--- config.mk ---
export PLATFORM = sky130hd
export DESIGN_NAME = dimm_cmd_scheduler
export DESIGN_NICKNAME = d
export VERILOG_FILES = /design/src/rtl/dimm_cmd_scheduler.sv
export SDC_FILE = /design/constraint.sdc
export NUM_CORES = 2
export LEC_CHECK = 0
export ABC_AREA = 1
export CORE_ASPECT_RATIO = 0.5
export CORE_UTILIZATION = 35
export DETAILED_ROUTE_END_ITERATION = 7
export PLACE_DENSITY = 0.6
export SETUP_SLACK_MARGIN = 0.15
export SLEW_MARGIN = 20
export SYNTH_ARGS = -nofsm -noshare
export SYNTH_HDL_FRONTEND = slang
export SYNTH_SLANG_ARGS = --single-unit
export TNS_END_PERCENT = 1
--- constraint.sdc ---
create_clock -name clk -period 15.8 [get_ports clk]
set_clock_uncertainty 0.1 [all_clocks]
set_input_delay 1.58 -clock clk [delete_from_list [all_inputs] [get_ports clk]]
set_output_delay 1.58 -clock clk [all_outputs]
set_load 0.02 [all_outputs]
--- src/rtl/dimm_cmd_scheduler.sv ---
// dimm_cmd_scheduler: in-order closed-page DDR5 ACT/CAS/PRE command scheduler.
// Optional macro DIMM_RD_DATA_WAIT_EN: read PRE waits for the read burst to end.
module dimm_cmd_scheduler #(
  parameter int QDEPTH  = 16,
  parameter int T_RP    = 39,
  parameter int T_RCD   = 39,
  parameter int T_CL    = 40,
  parameter int T_BURST = 8,
  parameter int T_RTP   = 18,
  parameter int T_WR    = 30,
  parameter int T_CWL   = 38,
  parameter int T_RC    = 115
) (
  input  logic                        clk,
  input  logic                        rst,
  input  logic                        req_valid,
  output logic                        req_ready,
  input  logic [1:0]                  req_op,
  input  logic [35:0]                 req_addr,
  output logic                        err_illegal,
  output logic                        cmd_valid,
  output logic [2:0]                  cmd_type,
  output logic                        cmd_ch,
  output logic [2:0]                  cmd_bg,
  output logic [1:0]                  cmd_ba,
  output logic [15:0]                 cmd_addr,
  output logic                        rsp_valid,
  output logic [1:0]                  rsp_op,
  output logic [$clog2(QDEPTH+1)-1:0] q_count,
  output logic                        busy
);

  localparam int CW = $clog2(QDEPTH + 1);
  localparam int PW = (QDEPTH > 1) ? $clog2(QDEPTH) : 1;
  localparam int TMAX = (T_RC > T_RP) ? T_RC : T_RP;
  localparam int TW = $clog2(TMAX + 1);
  // CAS-to-PRE gaps; burst-based data timing counts from the second CAS cycle
  localparam int WR_GAP = 1 + T_CWL + T_BURST + T_WR;
`ifdef DIMM_RD_DATA_WAIT_EN
  localparam int RD_GAP = 1 + T_CL + T_BURST;
`else
  localparam int RD_GAP = T_RTP;
`endif
  localparam int G1 = (RD_GAP > WR_GAP) ? RD_GAP : WR_GAP;
  localparam int WMAX = (G1 > T_RCD) ? G1 : T_RCD;
  localparam int WW = $clog2(WMAX + 1);

  localparam logic [2:0] C_ACT0 = 3'd0;
  localparam logic [2:0] C_ACT1 = 3'd1;
  localparam logic [2:0] C_RD0  = 3'd2;
  localparam logic [2:0] C_WR0  = 3'd4;
  localparam logic [2:0] C_PRE  = 3'd6;

  typedef enum logic [2:0] {
    IDLE, ACT0, ACT1, WAIT_RCD, CAS0, CAS1, WAIT_PRE, PRE
  } state_t;

  typedef struct packed {
    logic [1:0]  op;
    logic        ch;
    logic [2:0]  bg;
    logic [1:0]  ba;
    logic [15:0] row;
    logic [9:0]  col;
  } entry_t;

  state_t state, state_n;
  entry_t q [QDEPTH];
  entry_t head, ent, new_ent;
  logic [PW-1:0] wr_ptr, rd_ptr, rd_nx, wr_nx;
  logic [CW-1:0] cnt;
  logic [WW-1:0] wcnt;
  logic [TW-1:0] rp [32];
  logic [TW-1:0] rc [32];
  logic [4:0] ent_bank;
  logic legal, take, push, pop, have, cand_ok, is_wr;
  logic is_act, is_cas, is_pre;
  logic unused_bits;

  assign unused_bits = ^{req_addr[35:34], req_addr[1:0]};

  assign legal = (req_op != 2'd3) && !req_addr[6];
  assign take  = req_valid && req_ready;
  assign push  = take && legal;
  assign pop   = (state == PRE);

  assign rd_nx = (rd_ptr == PW'(QDEPTH - 1)) ? '0 : rd_ptr + 1'b1;
  assign wr_nx = (wr_ptr == PW'(QDEPTH - 1)) ? '0 : wr_ptr + 1'b1;

  // In PRE the head is leaving, so the next candidate is the entry behind it
  assign head     = q[rd_ptr];
  assign ent      = (state == PRE) ? q[rd_nx] : head;
  assign ent_bank = {ent.bg, ent.ba};
  assign is_wr    = (head.op == 2'd1);

  assign have = (state == PRE) ? (cnt > CW'(1)) : (cnt != '0);
  // A timer at 1 reaches 0 on the same edge the ACT0 is registered
  assign cand_ok = have && (rp[ent_bank] < TW'(2)) &&
                   (rc[ent_bank] < TW'(2));

  assign new_ent.op  = req_op;
  assign new_ent.ch  = req_addr[6];
  assign new_ent.bg  = req_addr[9:7];
  assign new_ent.ba  = req_addr[11:10];
  assign new_ent.row = req_addr[33:18];
  assign new_ent.col = {req_addr[17:12], req_addr[5:2]};

  assign req_ready = (cnt < CW'(QDEPTH));
  assign q_count   = cnt;
  assign busy      = (cnt != '0) || (state != IDLE);

  always_comb begin
    state_n = state;
    unique case (state)
      IDLE:     if (cand_ok) state_n = ACT0;
      ACT0:     state_n = ACT1;
      ACT1:     state_n = WAIT_RCD;
      WAIT_RCD: if (wcnt == '0) state_n = CAS0;
      CAS0:     state_n = CAS1;
      CAS1:     state_n = WAIT_PRE;
      WAIT_PRE: if (wcnt == '0) state_n = PRE;
      PRE:      state_n = cand_ok ? ACT0 : IDLE;
      default:  state_n = IDLE;
    endcase
  end

  assign is_act = (state_n == ACT0) || (state_n == ACT1);
  assign is_cas = (state_n == CAS0) || (state_n == CAS1);
  assign is_pre = (state_n == PRE);

  always_ff @(posedge clk or posedge rst) begin
    if (rst) state <= IDLE;
    else     state <= state_n;
  end

  always_ff @(posedge clk or posedge rst) begin
    if (rst) begin
      wcnt <= '0;
    end else begin
      unique case (state)
        ACT1:     wcnt <= WW'(T_RCD - 3);
        CAS1:     wcnt <= is_wr ? WW'(WR_GAP - 3) : WW'(RD_GAP - 3);
        WAIT_RCD,
        WAIT_PRE: if (wcnt != '0) wcnt <= wcnt - 1'b1;
        default:  wcnt <= wcnt;
      endcase
    end
  end

  always_ff @(posedge clk or posedge rst) begin
    if (rst) begin
      wr_ptr <= '0;
      rd_ptr <= '0;
      cnt    <= '0;
    end else begin
      if (push) wr_ptr <= wr_nx;
      if (pop)  rd_ptr <= rd_nx;
      if (push && !pop)      cnt <= cnt + 1'b1;
      else if (pop && !push) cnt <= cnt - 1'b1;
    end
  end

  always_ff @(posedge clk) begin
    if (push) q[wr_ptr] <= new_ent;
  end

  always_ff @(posedge clk or posedge rst) begin
    if (rst) begin
      for (int i = 0; i < 32; i++) begin
        rp[i] <= '0;
        rc[i] <= '0;
      end
    end else begin
      for (int i = 0; i < 32; i++) begin
        if (rp[i] != '0) rp[i] <= rp[i] - 1'b1;
        if (rc[i] != '0) rc[i] <= rc[i] - 1'b1;
      end
      if (state_n == ACT0) rc[ent_bank] <= TW'(T_RC);
      if (state_n == PRE)  rp[ent_bank] <= TW'(T_RP);
    end
  end

  always_ff @(posedge clk or posedge rst) begin
    if (rst) begin
      err_illegal <= 1'b0;
      cmd_valid   <= 1'b0;
      cmd_type    <= '0;
      cmd_ch      <= 1'b0;
      cmd_bg      <= '0;
      cmd_ba      <= '0;
      cmd_addr    <= '0;
      rsp_valid   <= 1'b0;
      rsp_op      <= '0;
    end else begin
      err_illegal <= take && !legal;
      cmd_valid   <= 1'b0;
      rsp_valid   <= 1'b0;
      if (is_act || is_cas || is_pre) begin
        cmd_ch <= ent.ch;
        cmd_bg <= ent.bg;
        cmd_ba <= ent.ba;
      end
      unique case (1'b1)
        is_act: begin
          cmd_valid <= 1'b1;
          cmd_type  <= (state_n == ACT0) ? C_ACT0 : C_ACT1;
          cmd_addr  <= ent.row;
        end
        is_cas: begin
          cmd_valid <= 1'b1;
          cmd_type  <= (is_wr ? C_WR0 : C_RD0) |
                       {2'b00, state_n == CAS1};
          cmd_addr  <= {6'd0, ent.col};
        end
        is_pre: begin
          cmd_valid <= 1'b1;
          cmd_type  <= C_PRE;
          cmd_addr  <= '0;
          rsp_valid <= 1'b1;
          rsp_op    <= ent.op;
        end
        default: ;
      endcase
    end
  end

endmodule

==> flow_summary.toml <==
[sta]
final_hold_viol_count = 0
timing.final.crit_period_ns = 8.10
fin_hold_ws_ns = 0.389
finalMaxSlewViolations = 0
max-slew-margin-rel_pct = 24.3
period_share_pct = 51.3
setup_violations = 0
setup-tns-final_ns = 0
tightestPinTransition_ns = 1.14
rsz0062_at_grt = "no"
max_freq_mhz = 123

[worst_setup_path]
critical_path.reg2reg.endpoint = "cmd_ba[0]$_DFFE_PP0P_"
endpoint_kind = "flip-flop"
cp_data_arrival_time_ns = 8.61
reg2reg_setup_slack_ns = 7.70
cp.required_ns = 16.31
timing.reg2reg.worst_path_depth = 26
worst-setup-path-type = "flip-flop to flip-flop"
cp_launch_type = "flip-flop"
worstReg2RegStart = "rd_ptr[0]$_DFFE_PP0P_"
critical_path.max_fanout = 133

[clocking]
clock_sinks = 1045
worst_skew_pair.late_latency_ns = 0.74
cts_made_buffers = 106
clockRootBuffer = "clkbuf_16"
clk_path_buf_depth = 3
cts_htree_levels = 3
postCtsResizedCells = 0
cts_hold_buffers = 0
clock_slew_seen_by_the_registers_of_the_worst_setup_and_hold_paths_ns = 0.06
postCtsSetupRepairBufs = 0
cts_tree = "yes"

[detailed_routing]
vias = 45800
first_pass_iters = 7
wl_um = 158000
via_per_inst = 5.16
detail_route.drc_violations = 0
wl_per_cell_um = 17.8
drt-initial-drc-count = 4040
ant_nets = 0

[placed_design]
placed_cells_incl_taps = 8676
dpl.hpwl_um = 93400
place_congestion = 0.831
port_buffers = 73

[synthesis]
synth.largest_area_cell = "edfxtp_1"
postSynthRegisterBits = 1045
yosysUniqueCellTypes = 52
synth_top_area_share_pct = 29.1
synth-edff-count = 544
mappedNetlistNets = 6904
post_synth.cell_area_avg_um2 = 8.34
post_synth_inst_count = 6725
ys.flop_type = "edfxtp_1"
ys_top_cells_by_area = "edfxtp_1, dfrtp_1, nand2_1"
syn_area_mm2 = 0.0561
yosys_warnings = 0
synth_sequential_area_ratio_pct = 51.5
asyncSetResetFlopFracSynth_pct = 47.9

[floorplanning]
die_h_um = 285
fp.coreArea_mm2 = 0.159
row_count = 103
die_area_mm2 = 0.162
die-width_um = 568
floorplan.initialDensity_pct = 35.4
boundaryPins = 78

[global_routing]
grt_antenna_before_repair = 6
largest_net_degree_at_the_start_of_global_routing = 154
groute.usage.overall_pct = 19.3
grt_first_pass_wirelength_um = 248000
vias_in_the_first_global_route = 43100
global_route.overflow_total = 0

[min_path]
worst_hold_path_type = "flip-flop to flip-flop"
worst_hold_path.num_cells = 2
hold_path_end = "rsp_op[0]$_DFFE_PP0P_"
timing.hold.worst.start = "rsp_op[0]$_DFFE_PP0P_"

[layout]
final_layout_size_suffix_gt1_share_pct = 4.92
most-common-layout-cells = "nand2_1, nor2_1, inv_1, o21ai_0, edfxtp_1"
final-instance-count-excl-fill = 8878
finish.net_count = 6863
layout_commonest_cell = "nand2_1"
fillerInstances = 16000
synthToLayoutAreaGrowth_pct = 11.1
postLayoutCoreUtil_pct = 39.3

[power]
power.density_mw_per_mm2 = 224
totalPowerFinal_mw = 14.0
cellLeakagePower_nw = 27.6
max-vdd-ir-drop_mv = 0.269

[run_status]
outcome = "complete, no violations"

[run]
drv.max_cap_violation_count = 0
-- kinds of logic (layout without fill, tap and decap cells) --
family,Yosys count,count (layout),synth area share [%]
simple gates,3249,3249,24.2
flops,1045,1045,51.5
xor+xnor,185,185,2.89
fa+ha+maj,138,138,3.08
other cells,0,4,0
buf+inv,956,1005,6.84
compound gates,1152,1152,11.5
-- cell usage after synthesis, types with 107 or more instances --
cell type  instances
edfxtp_1         544
nand3_1          461
xor2_1           120
nand2_1         1811
o21ai_0          604
inv_1            640
a21oi_1          259
nor2_1           680
nand4_1          107
ha_1             138
clkbuf_1         169
dfrtp_1          501
-- flip-flops by register name, summed over array words and instances, names as in the netlist, 4 cells and up --
name,count
rc,224
cmd_addr,16
rd_ptr,4
wr_ptr,4
q_count,5
wcnt,7
rp,224
q,544
-- critical path, cell delays in order, from the launching register on --
cell and delay (ns):
dfrtp_4 0.74, ha_4 0.24, nand3_4 0.35, nand2_8 0.70
buf_4 0.77, nand2_1 0.11, nand3_1 0.11, nand3_1 0.10
nand3_2 0.17, nand3_4 0.66, buf_4 0.60, buf_4 0.44
nand2_1 0.16, o21ai_0 0.09, nand2_1 0.10, nand2_1 0.08
nand2_1 0.09, nand2_1 0.06, nor2_1 0.18, nand2_1 0.07
nand2_1 0.14, nor2_2 0.07, nand3_4 0.09, buf_4 0.66
nand3_2 0.65, nand2_1 0.22, nand2_1 0.07
-- how the worst max path moves through the flow --
stage	startpoint	end	slack (ns)	depth (start not counted)
floorplan	rst	cmd_addr[0]$_DFFE_PP0P_	7.32	1
finish	rd_ptr[0]$_DFFE_PP0P_	cmd_ba[0]$_DFFE_PP0P_	7.70	26
detailed placement	rd_ptr[0]$_DFFE_PP0P_	cmd_type[0]$_DFFE_PP0P_	7.66	26
CTS	rd_ptr[0]$_DFFE_PP0P_	cmd_type[0]$_DFFE_PP0P_	7.64	26
global route	rd_ptr[0]$_DFFE_PP0P_	cmd_type[0]$_DFFE_PP0P_	7.01	26
global placement	rd_ptr[0]$_DFFE_PP0P_	cmd_type[0]$_DFFE_PP0P_	7.67	25
-- metal layers --
metal	wire, um	GRT usage (%)	vias to the layer above
met4	4330	5.85	2
met1	70400	25.9	21900
met5	13	0	-
met2	74100	32.4	1317
li1	-	-	22400
met3	9510	2.76	256
-- final cells by class --
type                            instances  area [um^2]  area share (%)
Sequential cell                      1045        28900            46.3
Clock buffer                          140         2910            4.67
Multi-Input combinational cell       4724        23600            37.8
Clock inverter                         58          528           0.847
Tap cell                             2100         2630            4.21
Inverter                              670         2530            4.07
Antenna cell                            4         10.0          0.0161
Timing Repair Buffer                  137         1260            2.02
-- where the power goes --
group | internal [mW] | switching, mW | leakage [nW] | total [mW]
registers | 3.58 | 0.635 | 10.9 | 4.22
logic | 2.28 | 4.92 | 15.0 | 7.21
clock network | 1.41 | 1.11 | 1.69 | 2.53
total | 7.28 | 6.67 | 27.6 | 14.0
-- through the flow --
step | cell area (um^2) | setup slack (ns)
final | 62400 | 7.70
after global routing | 62400 | 7.01
after CTS | 62300 | 7.64
after detailed placement | 58900 | 7.66
after global placement | 58900 | 7.67
after floorplan | 56100 | 7.32
Note: power is estimated with default switching activity, not from simulation.
